## src/rtl/tsetlin_feedback_if.sv

```systemverilog
// Sample/decision bundle between the training driver and tsetlin_feedback.
// The master side presents samples and the automaton's action; the slave
// side (the feedback block) returns the reward/penalty decision.
interface tsetlin_feedback_if;
  logic        in_valid;
  logic        in_ready;
  logic        literal;
  logic        clause_out;
  logic        y;
  logic        alpha;
  logic        x;
  logic        x_valid;
  logic [15:0] pen_count;

  modport master (
    output in_valid, literal, clause_out, y, alpha,
    input  in_ready, x, x_valid, pen_count
  );

  modport slave (
    input  in_valid, literal, clause_out, y, alpha,
    output in_ready, x, x_valid, pen_count
  );
endinterface

```

## src/rtl/tsetlin_feedback.sv

```systemverilog
// Tsetlin Machine Type I / Type II feedback generator.
// Turns each accepted training sample into one reward (x=1) or penalty (x=0)
// bit for the downstream automaton. Stochastic gating comes from a 16-bit
// Galois LFSR; a "rare" event has probability 1/2^S_LOG2.
module tsetlin_feedback #(
  parameter int          S_LOG2   = 2,
  parameter int          BOOST_TP = 0,
  parameter logic [15:0] SEED     = 16'hACE1,
  parameter int          WARMUP   = 16
) (
  input  logic             clk,
  input  logic             rst_n,
  tsetlin_feedback_if.slave fb
);

  // An all-zero seed would lock the LFSR, so fall back to the default seed.
  localparam logic [15:0] SEED_EFF  = (SEED == 16'd0) ? 16'hACE1 : SEED;
  // Low S_LOG2 bits select the rare event; S_LOG2=0 gives an empty mask,
  // which makes every cycle rare.
  localparam logic [15:0] RARE_MASK = 16'((32'd1 << S_LOG2) - 32'd1);
  localparam logic [7:0]  WARM_LAST = 8'(WARMUP - 1);
  // Taps x^16+x^14+x^13+x^11+1 for a right-shifting Galois register.
  localparam logic [15:0] LFSR_TAPS = 16'hB400;

  typedef enum logic [1:0] {
    S_RESET,
    S_WARM,
    S_RUN
  } state_t;

  state_t      state;
  logic [7:0]  warm_cnt;
  logic [15:0] lfsr;
  logic [15:0] lfsr_next;
  logic        rare;
  logic        freq;
  logic        decision;

  // Next LFSR value: shift right and fold the taps in when a one falls out.
  always_comb begin
    lfsr_next = lfsr >> 1;
    if (lfsr[0]) begin
      lfsr_next = (lfsr >> 1) ^ LFSR_TAPS;
    end
  end

  // Free-running LFSR; held at the seed while reset is asserted.
  always_ff @(posedge clk) begin
    if (!rst_n) begin
      lfsr <= SEED_EFF;
    end else begin
      lfsr <= lfsr_next;
    end
  end

  // Feedback decision for the sample on the inputs, using the pre-edge LFSR.
  always_comb begin
    rare     = ((lfsr & RARE_MASK) == 16'd0);
    freq     = (BOOST_TP != 0) || !rare;
    decision = 1'b1;
    if (fb.y) begin
      if (fb.clause_out && fb.literal) begin
        if (freq) begin
          decision = fb.alpha;
        end
      end else begin
        if (rare) begin
          decision = !fb.alpha;
        end
      end
    end else begin
      if (fb.clause_out && !fb.literal && !fb.alpha) begin
        decision = 1'b0;
      end
    end
  end

  // Warm-up / run sequencing with registered decision and penalty counter.
  always_ff @(posedge clk) begin
    if (!rst_n) begin
      state        <= S_WARM;
      warm_cnt     <= 8'd0;
      fb.in_ready  <= 1'b0;
      fb.x         <= 1'b1;
      fb.x_valid   <= 1'b0;
      fb.pen_count <= 16'd0;
    end else begin
      fb.x       <= 1'b1;
      fb.x_valid <= 1'b0;
      case (state)
        S_WARM: begin
          if (warm_cnt == WARM_LAST) begin
            state       <= S_RUN;
            fb.in_ready <= 1'b1;
          end else begin
            warm_cnt <= warm_cnt + 8'd1;
          end
        end
        S_RUN: begin
          if (fb.in_valid) begin
            fb.x       <= decision;
            fb.x_valid <= 1'b1;
            if (!decision && (fb.pen_count != 16'hFFFF)) begin
              fb.pen_count <= fb.pen_count + 16'd1;
            end
          end
        end
        default: begin
          state       <= S_WARM;
          warm_cnt    <= 8'd0;
          fb.in_ready <= 1'b0;
        end
      endcase
    end
  end

endmodule

```

## src/flat_wrapper.sv

```systemverilog
// flat-port wrapper written by rule: the top's interface ports become plain ports
module tsetlin_feedback_flat 
#(
  parameter int          S_LOG2   = 2,
  parameter int          BOOST_TP = 0,
  parameter logic [15:0] SEED     = 16'hACE1,
  parameter int          WARMUP   = 16
)
  (clk, rst_n, fb_in_valid, fb_literal, fb_clause_out, fb_y, fb_alpha, fb_in_ready, fb_x, fb_x_valid, fb_pen_count);
  tsetlin_feedback_if fb_i ();
  input  logic clk;
  input  logic rst_n;
  input wire logic [$bits(fb_i.in_valid)-1:0] fb_in_valid;
  input wire logic [$bits(fb_i.literal)-1:0] fb_literal;
  input wire logic [$bits(fb_i.clause_out)-1:0] fb_clause_out;
  input wire logic [$bits(fb_i.y)-1:0] fb_y;
  input wire logic [$bits(fb_i.alpha)-1:0] fb_alpha;
  output wire logic [$bits(fb_i.in_ready)-1:0] fb_in_ready;
  output wire logic [$bits(fb_i.x)-1:0] fb_x;
  output wire logic [$bits(fb_i.x_valid)-1:0] fb_x_valid;
  output wire logic [$bits(fb_i.pen_count)-1:0] fb_pen_count;
  assign fb_i.in_valid = fb_in_valid;
  assign fb_i.literal = fb_literal;
  assign fb_i.clause_out = fb_clause_out;
  assign fb_i.y = fb_y;
  assign fb_i.alpha = fb_alpha;
  assign fb_in_ready = fb_i.in_ready;
  assign fb_x = fb_i.x;
  assign fb_x_valid = fb_i.x_valid;
  assign fb_pen_count = fb_i.pen_count;
  tsetlin_feedback #(.S_LOG2(S_LOG2), .BOOST_TP(BOOST_TP), .SEED(SEED), .WARMUP(WARMUP)) u_core (.clk(clk), .rst_n(rst_n), .fb(fb_i));
endmodule
```

## config.mk

```make
export PLATFORM = sky130hd
export DESIGN_NAME = tsetlin_feedback_flat
export DESIGN_NICKNAME = d
export VERILOG_FILES = /design/src/rtl/tsetlin_feedback_if.sv /design/src/rtl/tsetlin_feedback.sv /design/src/flat_wrapper.sv
export SDC_FILE = /design/constraint.sdc
export NUM_CORES = 1
export LEC_CHECK = 0
export ABC_AREA = 0
export ABC_CLOCK_PERIOD_IN_PS = 1800
export CORE_ASPECT_RATIO = 1.1
export CORE_MARGIN = 2
export CORE_UTILIZATION = 42
export DETAILED_ROUTE_END_ITERATION = 10
export SLEW_MARGIN = 25
export SYNTH_ARGS = -nofsm -noshare
export SYNTH_HDL_FRONTEND = slang
export SYNTH_SLANG_ARGS = --single-unit
```

## constraint.sdc

```tcl
create_clock -name clk -period 1.8 [get_ports clk]
set_input_delay 0.27 -clock clk [delete_from_list [all_inputs] [get_ports clk]]
set_output_delay 0.27 -clock clk [all_outputs]
set_load 0.1 [all_outputs]
```

==> summary.txt <==
Run status
  – Status: completed

Timing
  – Crit share post-route: 96.84%
  – Max Slew Vio Count: 0
  – Final count of hold timing violations: 0
  – Crit path time final: 1.743 ns
  – Min setup slack post-route: 0.05681 ns
  – Max Fclk: 573.7 MHz
  – Setup violators final: 0
  – Minimum hold slack: ~0.42 ns
  – Setup TNS: 0 ns
  – Post-Route Skew: 0.006624 ns
  – Worst-margin pin slew: between 0.4 and 0.5 ns
  – Relative max-transition margin: 66.82%

Drt
  – Post-route ant nets: 0
  – Wire per inst: 14.35 microns
  – Drt pass-1 iters: 4
  – Iter 0 DRT Violations: 78
  – Vias after detailed routing: ~1600
  – Via/cell ratio: approximately 5.5
  – WL final: about 4300 microns
  – # DRC: 0

Clock tree
  – Clock root buffer: clkbuf_8
  – Longest Clk Path Bufs: 2
  – # clock sinks: 44
  – Worst-path clk slew: 0.09 ns
  – CTS tree: done
  – CTS HTree Levels: 2
  – CTS buffer count: 5
  – Clk Latency, worst-skew pair: 0.30 ns
  – Cts hold-fix bufs: 0

Min path
  – Worst hold start: u_core.lfsr[6]$_SDFF_PN1_
  – Hold WC Path Type: flop to flop
  – Worst hold path endpoint: u_core.lfsr[5]$_SDFF_PN1_
  – Hold depth: 1

Setup path
  – Worst setup EP type: flop
  – Reg-to-reg startpoint: u_core.fb.pen_count[0]$_SDFFE_PN0P_
  – Worst R2R Setup Slack: approximately 0.080 ns
  – Cell Chain, Critical Path: clkdlybuf4s50_1, nand4_1, nor3b_2, o31ai_1, buf_4, buf_4, o31a_1, o21a_1
  – Slowest cell on crit path: clkdlybuf4s50_1
  – Reg2Reg Depth: 7
  – Worst EP arrival: roughly 2 ns
  – CP Class: input port to flop
  – Worst endpoint required time: 2.00 ns
  – R2R Path End: u_core.fb.pen_count[7]$_SDFFE_PN0P_
  – Startpoint Class: input port
  – CP max stage delay: between 0.4 and 0.5 ns
  – Crit path max fanout: 7
  – Crit-path most repeated cell: buf_4

Cells and area
  – Final net count: 253
  – Final core utilization: 57.55%
  – Post-Layout Cell Count: ~300
  – Diodes inserted: 0
  – P&R area growth vs syn: 32.28%
  – Share of layout cells above drive strength 1: 31.84%
  – Final Cell Area: 2466 sq um

Flow run
  – Max Cap Viol: 0

Placed design
  – Port Buffers: 25
  – Gpl congestion: 0.8177
  – Dpl ws: -0.4738 ns
  – DP Area: ~2300 sq um
  – DP Cell Count: 288
  – HPWL Detailed: between 2000 and 3000 microns

Synthesis
  – Synthesized area per cell: 9.229 sq um
  – Top_reg_cell synth: dfxtp_1
  – Commonest cells post-synth: 44 x dfxtp_1, 21 x nand2_1, 14 x a21oi_1, 14 x o21ai_0, 10 x nor2_1
  – Syn Nets: 211
  – Cell with the most instances after synthesis: dfxtp_1
  – Synthesized flop and latch total: 44
  – Synth unique cells: 46
  – Yosys top cell area share: 47.25%
  – Largest area contributor in the netlist: dfxtp_1
  – Ys Warns: 0
  – Post-Synthesis Cells: slightly above 200
  – Sequential element share of the synthesized area: approximately 47%
  – Post-synth EDFFs: 0
  – Area contributors post-synth: dfxtp_1 47%, nand2_1 4.2%, a21oi_1 3.8%, o21ai_0 3.8%, o31ai_1 3.6%
  – Synthesized cell area: 1864 sq um
  – Async set-reset flop share out of synthesis: 0%

Power
  – PwrDens: 735.3 nW/um^2
  – Power consumption: 1.813 mW
  – Leakage power: just over 0.9 nW
  – Max IR drop VDD: 0.4925 mV

GRT
  – Gr ovfl total: 0
  – Tot GR Track Use: 18.83%
  – Largest net degree at the start of global routing: 23
  – First-pass GRT wire length: 7072 microns
  – Antenna violations before repair: 0
  – Vias in the first global route: 1576

Floorplanning
  – Total Die Area: around 5000 sq um
  – Core ar.: ~4300 sq um
  – Initial Util: 43.50%
  – Die width: 67.53 microns
  – Top Ports: 26
  – Cell Rows: 25
  – Die height: 73.88 microns
==> area by class of cell <==
type	count	area (sq um)
Timing Repair Buffer	43	352.8
Clock inverter	2	15.01
Multi-Input combinational cell	148	991.0
Sequential cell	44	938.4
Fill cell	365	1819
Inverter	2	7.507
Tap cell	54	67.56
Clock buffer	6	93.84
==> cell families (layout without fill, tap and decap cells) <==
logic type | Yosys count | count (layout) | share of synthesized area, %
mux | 1 | 1 | 0.5369
simple gates | 89 | 89 | 28.19
flops | 44 | 44 | 47.25
xor+xnor | 5 | 5 | 2.349
fa+ha+maj | 2 | 2 | 1.342
buf+inv | 10 | 53 | 2.684
compound gates | 51 | 51 | 17.65
==> state kept, by name, indices dropped and copies added, names as in the netlist <==
signal               cells
u_core.fb.pen_count     16
u_core.lfsr             16
u_core.warm_cnt          8
u_core.fb.in_ready       1
u_core.fb.x              1
u_core.fb.x_valid        1
u_core.state             1
==> cell usage in the layout, fill, tap and decap left out, types with 7 or more instances in the layout <==
cell type  count
buf_4         36
dfxtp_1       26
nand2_1       21
o21ai_0       14
dfxtp_4       14
a21oi_1       13
nor2_1         9
o31ai_1        9
nand2b_1       8
and2_1         7
or4_1          7
==> report_power, final <==
group	internal [mW]	switching [mW]	leakage (nW)	total [mW]
combinational	0.0487	0.0504	0.505	0.0991
clock	0.363	0.355	0.0573	0.718
sequential	0.982	0.0145	0.373	0.996
==> worst max-delay path by stage <==
stage	startpoint	endpoint	slack, ns	cells past startpoint
after global placement	fb_alpha	u_core.fb.pen_count[8]$_SDFFE_PN0P_	-0.40	7
after floorplan	u_core.fb.pen_count[0]$_SDFFE_PN0P_	u_core.fb.pen_count[14]$_SDFFE_PN0P_	0.01	5
after detailed placement	fb_alpha	u_core.fb.pen_count[8]$_SDFFE_PN0P_	-0.47	7
after global routing	fb_in_valid	u_core.fb.pen_count[3]$_SDFFE_PN0P_	-0.007	8
final	fb_in_valid	u_core.fb.pen_count[9]$_SDFFE_PN0P_	0.06	8
after CTS	fb_clause_out	u_core.fb.pen_count[7]$_SDFFE_PN0P_	0.01	7
==> critical path, delay by kind of cell <==
family	cells	cell delay (ns)
and+or+nand+nor	2	0.32
buffers and inverters	3	0.80
AOI/OAI and AO/OA	3	0.55
==> timing repair <==
action                                  CTS  global route
endpoints found under the setup margin   12            13
setup buffers                             0             3
pin swaps                                 1             5
hold endpoints to repair                  0             0
gates resized for setup                   6            11
==> layer usage <==
metal	share of wire [%]	track usage [%]
met2	52	32.35
met1	43	21.90
met4	1.4	7.029
met3	3.6	5.360
met5	0	0
(Power assumes the default switching activity.)
==> RTL edit 1: new RTL, config.mk and constraints unchanged <==
Re-encode `state_t` (3 states) as one-hot, 3 bits wide.
--- a/src/rtl/tsetlin_feedback.sv
+++ b/src/rtl/tsetlin_feedback.sv
@@ -24,6 +24,6 @@
 
-  typedef enum logic [1:0] {
-    S_RESET,
-    S_WARM,
-    S_RUN
+  typedef enum logic [2:0] {
+    S_RESET = 3'b001,
+    S_WARM  = 3'b010,
+    S_RUN   = 3'b100
   } state_t;
Behaviour: same outputs for any inputs over 10 cycles, from zero or initial values and one cycle with rst_n low; not proved beyond that.
==> RTL edit 1 against the original RTL <==
The flow now finishes with violations (setup timing); clock skew decreased by 2.0 ps; synthesized area increased by 0.20%; highest routed layer unchanged; sequential cell count unchanged; final area increased by 5.7%; non-clock buffer count increased by 11; wire length decreased by 4.2%; setup slack got worse by 60 ps; critical endpoint is now u_core.fb.pen_count[14]; power decreased by 0.95%; hold slack improved by 5.7 ps.
==> RTL edit 1: results (changes against the original RTL) <==
Hold path
  • Worst hold path type: flip-flop to flip-flop (unchanged)

Logic synthesis
  • Seq/Total Area, Yosys: 47.2% (about the same)
  • Fraction of synthesized area in multiplexers: 2.14% (was 0.537%)
  • Area leader, netlist: dfxtp_1 (unchanged)
  • FFs w/ async S/R, synth: 0% (unchanged)
  • Mapped Nets: 216 (was 211)
  • Post-synth top flop: dfxtp_1 (unchanged)
  • Yosys warns: 0 (unchanged)
  • Synth top area cells: dfxtp_1 (47%), nand2b_1 (4.0%), xnor2_1 (3.8%) (was dfxtp_1 (47%), nand2_1 (4.2%), a21oi_1 (3.8%))
  • Compound-Gate Fraction of Synth Area: 12.0% (was 17.7%)
  • Xor and xnor fraction of the mapped netlist area: 3.75% (was 2.35%)
  • Post-synthesis cell type count: 42 (was 46)
  • Post-Synth Adder-Cell Area: 1.34% (about the same)
  • Synth cell count leaders: dfxtp_1 (44), nor2_1 (17), nand2_1 (15) (was dfxtp_1 (44), nand2_1 (21), a21oi_1 (14), o21ai_0 (14), nor2_1 (10))

Timing
  • Hold Slack: 423 ps (was 418 ps)
  • Final clock skew: 4.61 ps (was 6.62 ps)
  • PnR worst setup slack: -2.85 ps (was 56.8 ps)
  • Worst-Margin Slew: 282 ps (was 497 ps)
  • Setup violators final: 2 (was 0)

Critical path
  • Max incr delay on CP: 400 ps (was 470 ps)
  • Critical Path Fanout Max: 3 (was 7)
  • Critical Path AT: 2040 ps (was 1950 ps)
  • Crit-path slowest cell: or4_1 (was clkdlybuf4s50_1)
  • Family with the most delay on the worst path: simple AND/OR/NAND/NOR gates (was buffers and inverters)

Drt
  • Length of the first detailed-routing pass in iterations: 4 (unchanged)
  • DR WL/cell: 13.0 µm (was 14.3 µm)
  • Vias per inst: 5.34 (was 5.46)
  • Initial DRC count: 95 (was 78)

Finish
  • Fillcell total: 375 (was 365)
  • Antenna diode count: 0 (unchanged)
  • NumNets Final: 271 (was 253)
  • Share of layout cells above drive strength 1: 34.6% (was 31.8%)
  • Largest regs: u_core.fb.pen_count: 16 flops, u_core.lfsr: 16 flops, u_core.warm_cnt: 8 flops (unchanged)

Clock network
  • Clk slew on worst S/H paths: 90 ps (about the same)
  • Clock buffer count from CTS: 5 (unchanged)
  • H-tree levels: 2 (unchanged)
  • Root buffer cell: clkbuf_8 (unchanged)
  • CTS Buffer Depth: 2 (unchanged)
  • Clk_lat worst skew: 290 ps

Global route
  • Initial antenna violation count: 0 (unchanged)
  • Tot GR Track Use: 17.9% (was 18.8%)
  • Number of global-route vias before repair: 1509 (was 1576)
  • Largest net degree at the start of global routing: 29 (was 23)
  • First-pass GRT wire length: 6.82 mm (was 7.07 mm)

Outcome
  • Status: finished, violations left (was finished, final reports clean)
  • Violated checks: setup timing

Placement
  • Post-detail-place hpwl: 2.93 mm (was 2.97 mm)
  • IO buf count: 25 (unchanged)
  • Pre-CTS WS: -554 ps (was -474 ps)
  • GPL Wtd Cong: 0.836 (was 0.818)

Power
  • Leak: 0.000986 µW (was 0.000935 µW)
  • Maximum vdd drop: 0.000439 V (was 0.000493 V)
[RTL edit 1: cell count changes in the layout (fill, tap and decap cells not counted), sizes merged, moves of 4 or more]
| cell | change |
|---|---|
| a21oi | -4 |
| buf | +11 |
| nor2 | +7 |
| nor3 | +6 |
| nand2 | -6 |
| xnor2 | +4 |
| nand3 | +6 |
| o21ai | -11 |
| inv | +6 |
[RTL edit 1: cell type report]
cell class	instances	area [µm²]	share of cell area (%)
tap	54	67.6	2.59
clock inverter	2	17.5	0.672
inverter	9	33.8	1.30
timing repair buffer	54	448	17.2
multi-input combinational	148	995	38.2
sequential	44	951	36.5
clock buffer	6	93.8	3.60
[RTL edit 1: power by group]
group          total [µW]  switching (µW)  leakage, µW  internal, µW
Sequential            990            12.8     0.000374           977
Clock                 714             352    0.0000565           362
Combinational        92.1            44.6     0.000555          47.5
Total                1800             410     0.000986          1390
[RTL edit 1: stage by stage]
step / power (µW) / setup TNS, ps / area (µm²) / cells / utilization, %
floorplan: 1070 / -1920 / 1960 / 207 / -
global placement: 1100 / -6070 / 2430 / 307 / 56.8
detailed placement: 1110 / -6410 / 2430 / 307 / 56.8
CTS: 1820 / -25.5 / 2570 / 316 / 60.0
global route: 1870 / -354 / 2610 / 317 / 60.8
finish: 1800 / -5.28 / 2610 / 317 / 60.8
[RTL edit 1: cells by family after synthesis]
family                     after synthesis
AOI/OAI and AO/OA                       32
xor gates and xnor gates                 8
adders and majority gates                2
buffers and inverters                   15
DFF                                     44
muxes                                    4
and+or+nand+nor                        102
[RTL edit 1: worst paths after layout]
| kind | start | end | depth (start not counted) |
|---|---|---|---|
| min reg2reg | u_core.lfsr[6] | u_core.lfsr[5] | 1 |
| min | u_core.lfsr[6] | u_core.lfsr[5] | 1 |
| max reg2reg | u_core.fb.pen_count[1] | u_core.fb.pen_count[14] | 6 |
| max | u_core.fb.pen_count[1] | u_core.fb.pen_count[14] | 6 |
[RTL edit 1: routing by layer]
metal / share of wire [%] / wire length (µm) / global-route usage (%) / up-vias
met5: 0 / 0 / 0 / -
met4: 1.6 / 67 / 7.26 / 0
met3: 3.5 / 142 / 3.33 / 9
met2: 49 / 2000 / 29.7 / 37
met1: 46 / 1910 / 22.7 / 797
li1: - / - / - / 851
[RTL edit 1: repair_timing]
| action | in CTS | in global routing |
|---|---|---|
| gates resized for setup | 13 | 6 |
| pin swaps | 5 | 1 |
| buffers inserted | 1 | 1 |
| endpoints found under the setup margin | 12 | 10 |
| cloned | 0 | 0 |
==> RTL edit 2: new RTL, config.mk and constraints unchanged <==
Without the edit above. `WARMUP` is set to 16 in 2 places; all go to 15.
--- a/src/rtl/tsetlin_feedback.sv
+++ b/src/rtl/tsetlin_feedback.sv
@@ -8,3 +8,3 @@
   parameter logic [15:0] SEED     = 16'hACE1,
-  parameter int          WARMUP   = 16
+  parameter int          WARMUP   = 15
 ) (
--- a/src/flat_wrapper.sv
+++ b/src/flat_wrapper.sv
@@ -6,3 +6,3 @@
   parameter logic [15:0] SEED     = 16'hACE1,
-  parameter int          WARMUP   = 16
+  parameter int          WARMUP   = 15
 )
Check against the original RTL: no difference found for any inputs over 10 cycles, from zero or initial values and one cycle with rst_n low; that may be too few to reach the edited logic, so the function may still have changed.
==> RTL edit 2 against the original RTL <==
Non-clock buffer count increased by 6; final area increased by 7.4%; power down 5.4%; wire length shrank 0.23%; global-route usage up 0.28 points; largest cell class unchanged; setup slack worse by 8.9 ps; synthesized area increased by 1.9%; sequential cell count stayed put; largest power group unchanged.
==> RTL edit 2: results (changes against the original RTL) <==
Outcome
  • Status: finished, final reports clean (unchanged)

Global route
  • Met2 GRT Util: 33.8% (was 32.4%)
  • GR Layer Usage met1: 22.1% (was 21.9%)
  • Tot GR Track Use: 19.1% (was 18.8%)
  • Largest net degree at the start of global routing: 19 (was 23)
  • Number of global-route vias before repair: 1575 (was 1576)

Logic synthesis
  • Post-Synth Adder-Cell Area: 1.97% (was 1.34%)
  • Xor and xnor fraction of the mapped netlist area: 3.69% (was 2.35%)
  • Synth Instances: 201 (was 202)
  • Compound-Gate Fraction of Synth Area: 16.0% (was 17.7%)
  • Seq/Total Area, Yosys: 46.3% (was 47.2%)

Finish
  • Multi-input logic area: 0.00106 mm² (was 991 µm²)
  • # clk buffers: 5 (was 6)
  • Multi-input logic cell count: 150 (was 148)
  • Share of layout cells above drive strength 1: 36.2% (was 31.8%)
  • Number of non-clock inverters in the layout: 3 (was 2)

Critical path
  • Critical Path AT: 1980 ps (was 1950 ps)
  • RR Endpoint: u_core.fb.pen_count[0] (was u_core.fb.pen_count[7])
  • Max incr delay on CP: 430 ps (was 470 ps)

Drt
  • WL met1: 1.86 mm (was 1.85 mm)
  • Vias per inst: 5.35 (was 5.46)
  • Met2 Wirelength: 2.22 mm (was 2.23 mm)
  • Routed WL: 4.28 mm (was 4.29 mm)
  • Initial DRC count: 75 (was 78)

Placement
  • GPL Wtd Cong: 0.859 (was 0.818)
  • Dpl cells: 295 (was 288)
  • Post-detail-place hpwl: 3.14 mm (was 2.97 mm)

Hold path
  • Endpoint with the worst hold slack: u_core.lfsr[6] (was u_core.lfsr[5])

Power
  • Leak: 0.000994 µW (was 0.000935 µW)
## RTL edit 2: timing repair
action / CTS / global route
cloned: 1 / 0
setup endpoints to repair: 10 / 10
resized for setup: 7 / 7
setup buffers: 3 / 1
pin swaps: 3 / 4
## RTL edit 2: how the worst max path moves through the flow
stage / end / slack [ps] / from / cells past startpoint
2_1_floorplan: u_core.fb.pen_count[1] / -10 / u_core.fb.pen_count[0] / 7
3_3_place_gp: u_core.fb.pen_count[15] / -330 / fb_in_valid / 7
3_5_place_dp: u_core.fb.pen_count[0] / -410 / fb_alpha / 7
4_1_cts: u_core.fb.pen_count[0] / 7 / fb_alpha / 8
5_1_grt: u_core.fb.pen_count[14] / -4 / fb_alpha / 7
6_report: u_core.fb.pen_count[0] / 50 / fb_alpha / 8
## RTL edit 2: power by group through the flow
stage	Combinational, µW	Clock, µW	Sequential (µW)
after floorplan	57.1	0	1020
after global routing	122	668	1000
after CTS	110	626	1000
after detailed placement	103	0	1020
after global placement	99.3	0	1020
final	109	607	1000
